`config.mk`:
```
export PLATFORM = sky130hd
export DESIGN_NAME = keypad_bcd_entry_flat
export DESIGN_NICKNAME = d
export VERILOG_FILES = /design/src/rtl/keypad_bcd_entry_if.sv /design/src/rtl/keypad_bcd_entry.sv /design/src/flat_wrapper.sv
export SDC_FILE = /design/constraint.sdc
export NUM_CORES = 1
export LEC_CHECK = 0
export ABC_AREA = 0
export CORE_ASPECT_RATIO = 0.5
export CORE_MARGIN = 2
export CORE_UTILIZATION = 56
export DETAILED_ROUTE_END_ITERATION = 10
export PLACE_DENSITY = 0.78
export SYNTH_ARGS = -nofsm -noshare
export SYNTH_HDL_FRONTEND = slang
export SYNTH_SLANG_ARGS = --single-unit
```
`constraint.sdc`:
```
create_clock -name clk -period 2.65 [get_ports clk]
set_input_delay 0.53 -clock clk [delete_from_list [all_inputs] [get_ports clk]]
set_output_delay 0.53 -clock clk [all_outputs]
set_load 0.005 [all_outputs]
```
`src/rtl/keypad_bcd_entry_if.sv`:
```
// rtl/keypad_bcd_entry_if.sv - keypad matrix and BCD entry signal bundle
interface keypad_bcd_entry_if;
   logic [3:0] ROW;
   logic [3:0] COL;
   logic [3:0] BCD0;
   logic [3:0] BCD1;
   logic [3:0] BCD2;
   logic [3:0] BCD3;
   logic       key_valid;
   logic [3:0] key_code;

   // keypad/display side: drives the row lines, observes everything else
   modport master (
      output ROW,
      input  COL,
      input  BCD0,
      input  BCD1,
      input  BCD2,
      input  BCD3,
      input  key_valid,
      input  key_code
   );

   // scanner side
   modport slave (
      input  ROW,
      output COL,
      output BCD0,
      output BCD1,
      output BCD2,
      output BCD3,
      output key_valid,
      output key_code
   );
endinterface

```
`src/rtl/keypad_bcd_entry.sv`:
```
// rtl/keypad_bcd_entry.sv - 4x4 keypad scanner with debounced BCD digit entry (option: KEYPAD_BLANK_LEAD_EN)
module keypad_bcd_entry #(
   parameter int SCAN_DIV       = 13,
   parameter int DEBOUNCE_SCANS = 4
) (
   input  logic              clk,
   input  logic              rst_n,
   keypad_bcd_entry_if.slave kif
);

   localparam logic [3:0] DB_LAST = 4'(DEBOUNCE_SCANS - 1);
   localparam logic [SCAN_DIV-1:0] TICK_ONE = {{(SCAN_DIV-1){1'b0}}, 1'b1};

   typedef enum logic [1:0] {SCAN, DEBOUNCE, HELD} state_t;

   logic [3:0]          row_s1;
   logic [3:0]          row_s2;
   logic [SCAN_DIV-1:0] tick_cnt;
   logic                tick;
   state_t              state;
   logic [1:0]          col_idx;
   logic [1:0]          row_idx;
   logic [3:0]          db_cnt;
   logic [3:0]          col_q;
   logic [3:0]          code_q;
   logic                key_valid_q;
   logic [3:0]          dig0;
   logic [3:0]          dig1;
   logic [3:0]          dig2;
   logic [3:0]          dig3;
   logic                row_any;
   logic [1:0]          row_low;
   logic [3:0]          key_new;

   // active-low one-hot column drive for a column index
   function automatic logic [3:0] col_drive(input logic [1:0] idx);
      return ~(4'b0001 << idx);
   endfunction

   // physical key layout: row-major, '*' = E, '#' = F
   function automatic logic [3:0] key_map(input logic [1:0] r, input logic [1:0] c);
      logic [3:0] k;
      case ({r, c})
         4'h0:    k = 4'd1;
         4'h1:    k = 4'd2;
         4'h2:    k = 4'd3;
         4'h3:    k = 4'd10;
         4'h4:    k = 4'd4;
         4'h5:    k = 4'd5;
         4'h6:    k = 4'd6;
         4'h7:    k = 4'd11;
         4'h8:    k = 4'd7;
         4'h9:    k = 4'd8;
         4'hA:    k = 4'd9;
         4'hB:    k = 4'd12;
         4'hC:    k = 4'd14;
         4'hD:    k = 4'd0;
         4'hE:    k = 4'd15;
         default: k = 4'd13;
      endcase
      return k;
   endfunction

   // two-flop synchroniser for the asynchronous row lines
   always_ff @(posedge clk or negedge rst_n) begin
      if (!rst_n) begin
         row_s1 <= 4'h0;
         row_s2 <= 4'h0;
      end else begin
         row_s1 <= kif.ROW;
         row_s2 <= row_s1;
      end
   end

   // free-running scan prescaler; tick marks the edge on which it wraps to 0
   always_ff @(posedge clk or negedge rst_n) begin
      if (!rst_n) tick_cnt <= '0;
      else        tick_cnt <= tick_cnt + TICK_ONE;
   end

   assign tick = &tick_cnt;

   // lowest-index low row wins when several rows are pulled down together
   always_comb begin
      row_any = (row_s2 != 4'hF);
      row_low = 2'd0;
      if (!row_s2[0])      row_low = 2'd0;
      else if (!row_s2[1]) row_low = 2'd1;
      else if (!row_s2[2]) row_low = 2'd2;
      else if (!row_s2[3]) row_low = 2'd3;
   end

   assign key_new = key_map(row_idx, col_idx);

   // scan/debounce/held FSM with registered column drive, key outputs and digit store
   always_ff @(posedge clk or negedge rst_n) begin
      if (!rst_n) begin
         state       <= SCAN;
         col_idx     <= 2'd0;
         row_idx     <= 2'd0;
         db_cnt      <= 4'd0;
         col_q       <= 4'b1110;
         code_q      <= 4'd0;
         key_valid_q <= 1'b0;
         dig0        <= 4'd0;
         dig1        <= 4'd0;
         dig2        <= 4'd0;
         dig3        <= 4'd0;
      end else begin
         key_valid_q <= 1'b0;
         if (tick) begin
            case (state)
               SCAN: begin
                  if (!row_any) begin
                     col_idx <= col_idx + 2'd1;
                     col_q   <= col_drive(col_idx + 2'd1);
                  end else begin
                     row_idx <= row_low;
                     db_cnt  <= 4'd0;
                     state   <= DEBOUNCE;
                  end
               end
               DEBOUNCE: begin
                  if (row_any && (row_low == row_idx)) begin
                     if (db_cnt == DB_LAST) begin
                        key_valid_q <= 1'b1;
                        code_q      <= key_new;
                        db_cnt      <= 4'd0;
                        state       <= HELD;
                        if (key_new <= 4'd9) begin
                           dig3 <= dig2;
                           dig2 <= dig1;
                           dig1 <= dig0;
                           dig0 <= key_new;
                        end else if (key_new == 4'd10) begin
                           dig3 <= 4'd0;
                           dig2 <= 4'd0;
                           dig1 <= 4'd0;
                           dig0 <= 4'd0;
                        end else if (key_new == 4'd11) begin
                           dig0 <= dig1;
                           dig1 <= dig2;
                           dig2 <= dig3;
                           dig3 <= 4'd0;
                        end
                     end else begin
                        db_cnt <= db_cnt + 4'd1;
                     end
                  end else begin
                     // bounce or a different row: resume scanning on the same column
                     state <= SCAN;
                  end
               end
               HELD: begin
                  if (!row_any) begin
                     if (db_cnt == DB_LAST) begin
                        db_cnt  <= 4'd0;
                        state   <= SCAN;
                        col_idx <= col_idx + 2'd1;
                        col_q   <= col_drive(col_idx + 2'd1);
                     end else begin
                        db_cnt <= db_cnt + 4'd1;
                     end
                  end else begin
                     db_cnt <= 4'd0;
                  end
               end
               default: state <= SCAN;
            endcase
         end
      end
   end

   assign kif.COL       = col_q;
   assign kif.key_valid = key_valid_q;
   assign kif.key_code  = code_q;
   assign kif.BCD0      = dig0;

`ifdef KEYPAD_BLANK_LEAD_EN
   // leading zeros shown as blank (F); the units digit always shows
   assign kif.BCD3 = (dig3 == 4'd0) ? 4'hF : dig3;
   assign kif.BCD2 = ({dig3, dig2} == 8'd0) ? 4'hF : dig2;
   assign kif.BCD1 = ({dig3, dig2, dig1} == 12'd0) ? 4'hF : dig1;
`else
   assign kif.BCD3 = dig3;
   assign kif.BCD2 = dig2;
   assign kif.BCD1 = dig1;
`endif

endmodule

```
`src/flat_wrapper.sv`:
```
// flat-port wrapper written by rule: the top's interface ports become plain ports
module keypad_bcd_entry_flat 
#(
   parameter int SCAN_DIV       = 13,
   parameter int DEBOUNCE_SCANS = 4
)
  (clk, rst_n, kif_ROW, kif_COL, kif_BCD0, kif_BCD1, kif_BCD2, kif_BCD3, kif_key_valid, kif_key_code);
  keypad_bcd_entry_if kif_i ();
  input  logic clk;
  input  logic rst_n;
  input wire logic [$bits(kif_i.ROW)-1:0] kif_ROW;
  output wire logic [$bits(kif_i.COL)-1:0] kif_COL;
  output wire logic [$bits(kif_i.BCD0)-1:0] kif_BCD0;
  output wire logic [$bits(kif_i.BCD1)-1:0] kif_BCD1;
  output wire logic [$bits(kif_i.BCD2)-1:0] kif_BCD2;
  output wire logic [$bits(kif_i.BCD3)-1:0] kif_BCD3;
  output wire logic [$bits(kif_i.key_valid)-1:0] kif_key_valid;
  output wire logic [$bits(kif_i.key_code)-1:0] kif_key_code;
  assign kif_i.ROW = kif_ROW;
  assign kif_COL = kif_i.COL;
  assign kif_BCD0 = kif_i.BCD0;
  assign kif_BCD1 = kif_i.BCD1;
  assign kif_BCD2 = kif_i.BCD2;
  assign kif_BCD3 = kif_i.BCD3;
  assign kif_key_valid = kif_i.key_valid;
  assign kif_key_code = kif_i.key_code;
  keypad_bcd_entry #(.SCAN_DIV(SCAN_DIV), .DEBOUNCE_SCANS(DEBOUNCE_SCANS)) u_core (.clk(clk), .rst_n(rst_n), .kif(kif_i));
endmodule
```
==> metrics.yaml, run 1 <==
start_kind: "register"
synth_area_per_cell_um2: 12.0
syn-cell-area_mm2: 0.00283
vias_per_cell: 5.58
synth_xor_area_share_pct: 4.02
grt.overflow.total: 0
placed_area_mm2: 0.00322
synth_top_area_cell: "dfrtp_1"
cp_data_required_time_ns: 2.90
fmax_mhz: 433
die-area_mm2: 0.00568
synth-main-ff-cell: "dfrtp_1"
track_usage_pct: 20.4
first_global_vias: 1929
yosys-top-cells-count: "dfrtp_1 (53), nand2_1 (18), ha_1 (13), inv_1 (13), mux2_1 (11)"
area_delta_synth_final_pct: 16.5
synth_top_family_by_area: "simple AND/OR/NAND/NOR gates"
cts_buffers: 5
cts_root_buffer: "clkbuf_8"
arrival_ns: 2.56
clk_pin_slew_ns: 0.10
skew_ns: 0.00819
synth_edf_count: 0
design.core.area_mm2: 0.00491
clk_latency_ns: 0.31
antenna_found_initial: 0
cap_viol_max_count: 0
final_max_slew_viol_count: 0
final_nets: 293
die_h_um: 54.3
gp_routability_congestion: 0.773
synth_fp_nets: 256
drt-total-wl_um: 5240
grt_max_degree: 28
cts_tree: "yes"
holdCritPathClass: "input port to async pin"
diodes: 0
yosys.area_share.simple_pct: 13.5
drc: 0
grt_first_pass_wirelength_um: 8830
slowest_stage: "dfrtp_1"
fin_crit_sh_pct: 87.2
std_cell_rows: 18
dp.cells: 337
multi_input_area_mm2: 0.00135
drtIter0Drc: 107
antenna_left: 0
yosys.area.top_type_share_pct: 46.8
layout.cells.non_filler: 344
period_needed_ns: 2.31
clockBufferDepth: 2
initial_utilization_pct: 57.7
synth.area.top_cells: "dfrtp_1 (47%), ha_1 (5.7%), mux2_1 (4.4%), mux2_4 (3.2%), dfstp_2 (2.8%)"
fillCellCount: 387
async_flop_share_pct: 100
finalSetupViolCount: 0
wl_per_cell_um: 15.2
yosys_warnings: 0
htreeDepth: 2
hpwlAfterDp_um: 3880
status: "completed"
path_cells: "inv_2 -> ha_1 -> nor3b_1 -> o21ba_2 -> a31oi_2 -> a22o_1 -> mux2_4"
yosys.cell_types.count: 57
synth_fa_ha_area_share_pct: 5.74
synth-compound-area-share_pct: 12.3
portBuffers: 30
syn_inst: 237
p_leak_nw: 1.53
tightestPinTransition_ns: 0.567
seq_area_frac_synth_pct: 49.6
vias: 1918
hold_slack_ns: 0.201
synth-seq-cells: 56
cts_num_sinks: 56
design_area_mm2: 0.00330
first_pass_iters: 4
slew_headroom_pct: 62.2
ios: 31
timing.setup.tns_ns: 0
power_density_mw_per_mm2: 407
cts_resized: 0
ir_worst_vdd_mv: 0.286
hold_buffers: 0
synth_most_common_cell: "dfrtp_1"
crit_family: "compound AO/OA/AOI/OAI gates"
cts_setup_buffers: 0
rsz0062_at_grt: "false"
critPathKind: "register to register"
final_hold_viol_count: 0
critPathBufInv: 1
die_x_um: 105
worstSetupEndpointType: "register"
max_stage_delay_ns: 0.56
drive_gt1_share_pct: 13.1
muxShareOfSynthArea_pct: 12.1
critical_path.max_fanout: 9
p_total_mw: 1.34
regArea_mm2: 0.00141
## final timing paths
kind,endpoint,depth (start not counted),slack (ns),from
worst min-delay path,u_core.row_s1[0],1,0.20,rst_n
worst max-delay path,u_core.kif.BCD2[1],7,0.34,u_core.col_idx[0]
max in group asynchronous,u_core.kif.COL[1],2,1.76,rst_n
worst max register to register,u_core.kif.BCD2[1],7,0.34,u_core.col_idx[0]
worst min register to register,u_core.row_s2[2],0,0.36,u_core.row_s1[2]
min in group clk,u_core.row_s2[2],0,0.36,u_core.row_s1[2]
## registers in the layout, summed over array words and instances (netlist names)
signal,count
u_core.tick_cnt,13
u_core.db_cnt,4
u_core.kif.BCD0,4
u_core.kif.BCD1,4
u_core.kif.BCD2,4
u_core.kif.BCD3,4
u_core.kif.COL,4
u_core.kif.key_code,4
u_core.row_s1,4
u_core.row_s2,4
u_core.col_idx,2
u_core.row_idx,2
u_core.state,2
u_core.kif.key_valid,1
## cells in the final DEF, fill, tap and decap left out, types with 4 or more instances in the layout
| cell | n |
|---|---|
| inv_1 | 13 |
| ha_1 | 13 |
| dfrtp_1 | 53 |
| nor2_1 | 7 |
| nand3_1 | 8 |
| mux2_1 | 11 |
| o21ai_1 | 4 |
| nor2b_1 | 5 |
| o31ai_1 | 4 |
| nand2_1 | 18 |
| xor2_1 | 5 |
| xnor2_1 | 8 |
| clkbuf_8 | 5 |
| buf_4 | 4 |
| clkdlybuf4s50_1 | 29 |
| mux2i_1 | 7 |
| a22o_1 | 7 |
| mux2_4 | 6 |
| a21oi_1 | 7 |
| and3_1 | 4 |
## metrics by stage
stage	setup WS, ns	utilization (%)
floorplan	0.518	-
global placement	0.464	65.6
detailed placement	0.408	65.6
CTS	0.366	67.2
global route	0.199	67.2
finish	0.340	67.2
## metal layers
layer,part of all wire (%),GRT usage [%],vias up
li1,-,-,936
met3,4.2,4.29,7
met4,1.6,9.11,0
met5,0,0,-
met2,47,36.7,38
met1,47,24.9,937
## layout make-up
type                    count  area share (%)
multi-input cells         163            40.9
inverters                  14            1.59
well taps                  70            2.65
clock buffers               5            2.08
clock inverters             2           0.379
flip-flops and latches     56            42.6
repair buffers             34            9.86
## power by group
group	total, mW	internal, mW	switching, mW	leakage (nW)
clock	0.446	0.180	0.267	0.0400
combinational	0.0307	0.00982	0.0209	0.755
sequential	0.865	0.860	0.00465	0.739
total	1.34	1.05	0.292	1.53
## worst register-to-register path, cell delays in order, from the launching register on
cell and delay, ns:
dfrtp_1 0.56, inv_2 0.12, ha_1 0.32, nor3b_1 0.24, o21ba_2 0.25, a31oi_2 0.40
a22o_1 0.21, mux2_4 0.14
## logic make-up (layout without fill, tap and decap cells)
group | Yosys count | after routing
AND/OR/NAND/NOR | 65 | 65
flip-flops | 56 | 56
AO/OA/AOI/OAI | 44 | 44
multiplexers | 28 | 28
buffers and inverters | 18 | 55
adder cells (fa/ha/maj) | 13 | 13
XOR/XNOR | 13 | 13
(Power assumes the default switching activity.)
==> run 2, diff against run 1 <==
--- a/config.mk
+++ b/config.mk
@@ -11,6 +11,7 @@
 export CORE_UTILIZATION = 56
 export DETAILED_ROUTE_END_ITERATION = 10
 export PLACE_DENSITY = 0.78
+export SLEW_MARGIN = 20
 export SYNTH_ARGS = -nofsm -noshare
 export SYNTH_HDL_FRONTEND = slang
 export SYNTH_SLANG_ARGS = --single-unit
==> results of run 2 <==
Final layout, timing and power as in run 1 (identical DEF).
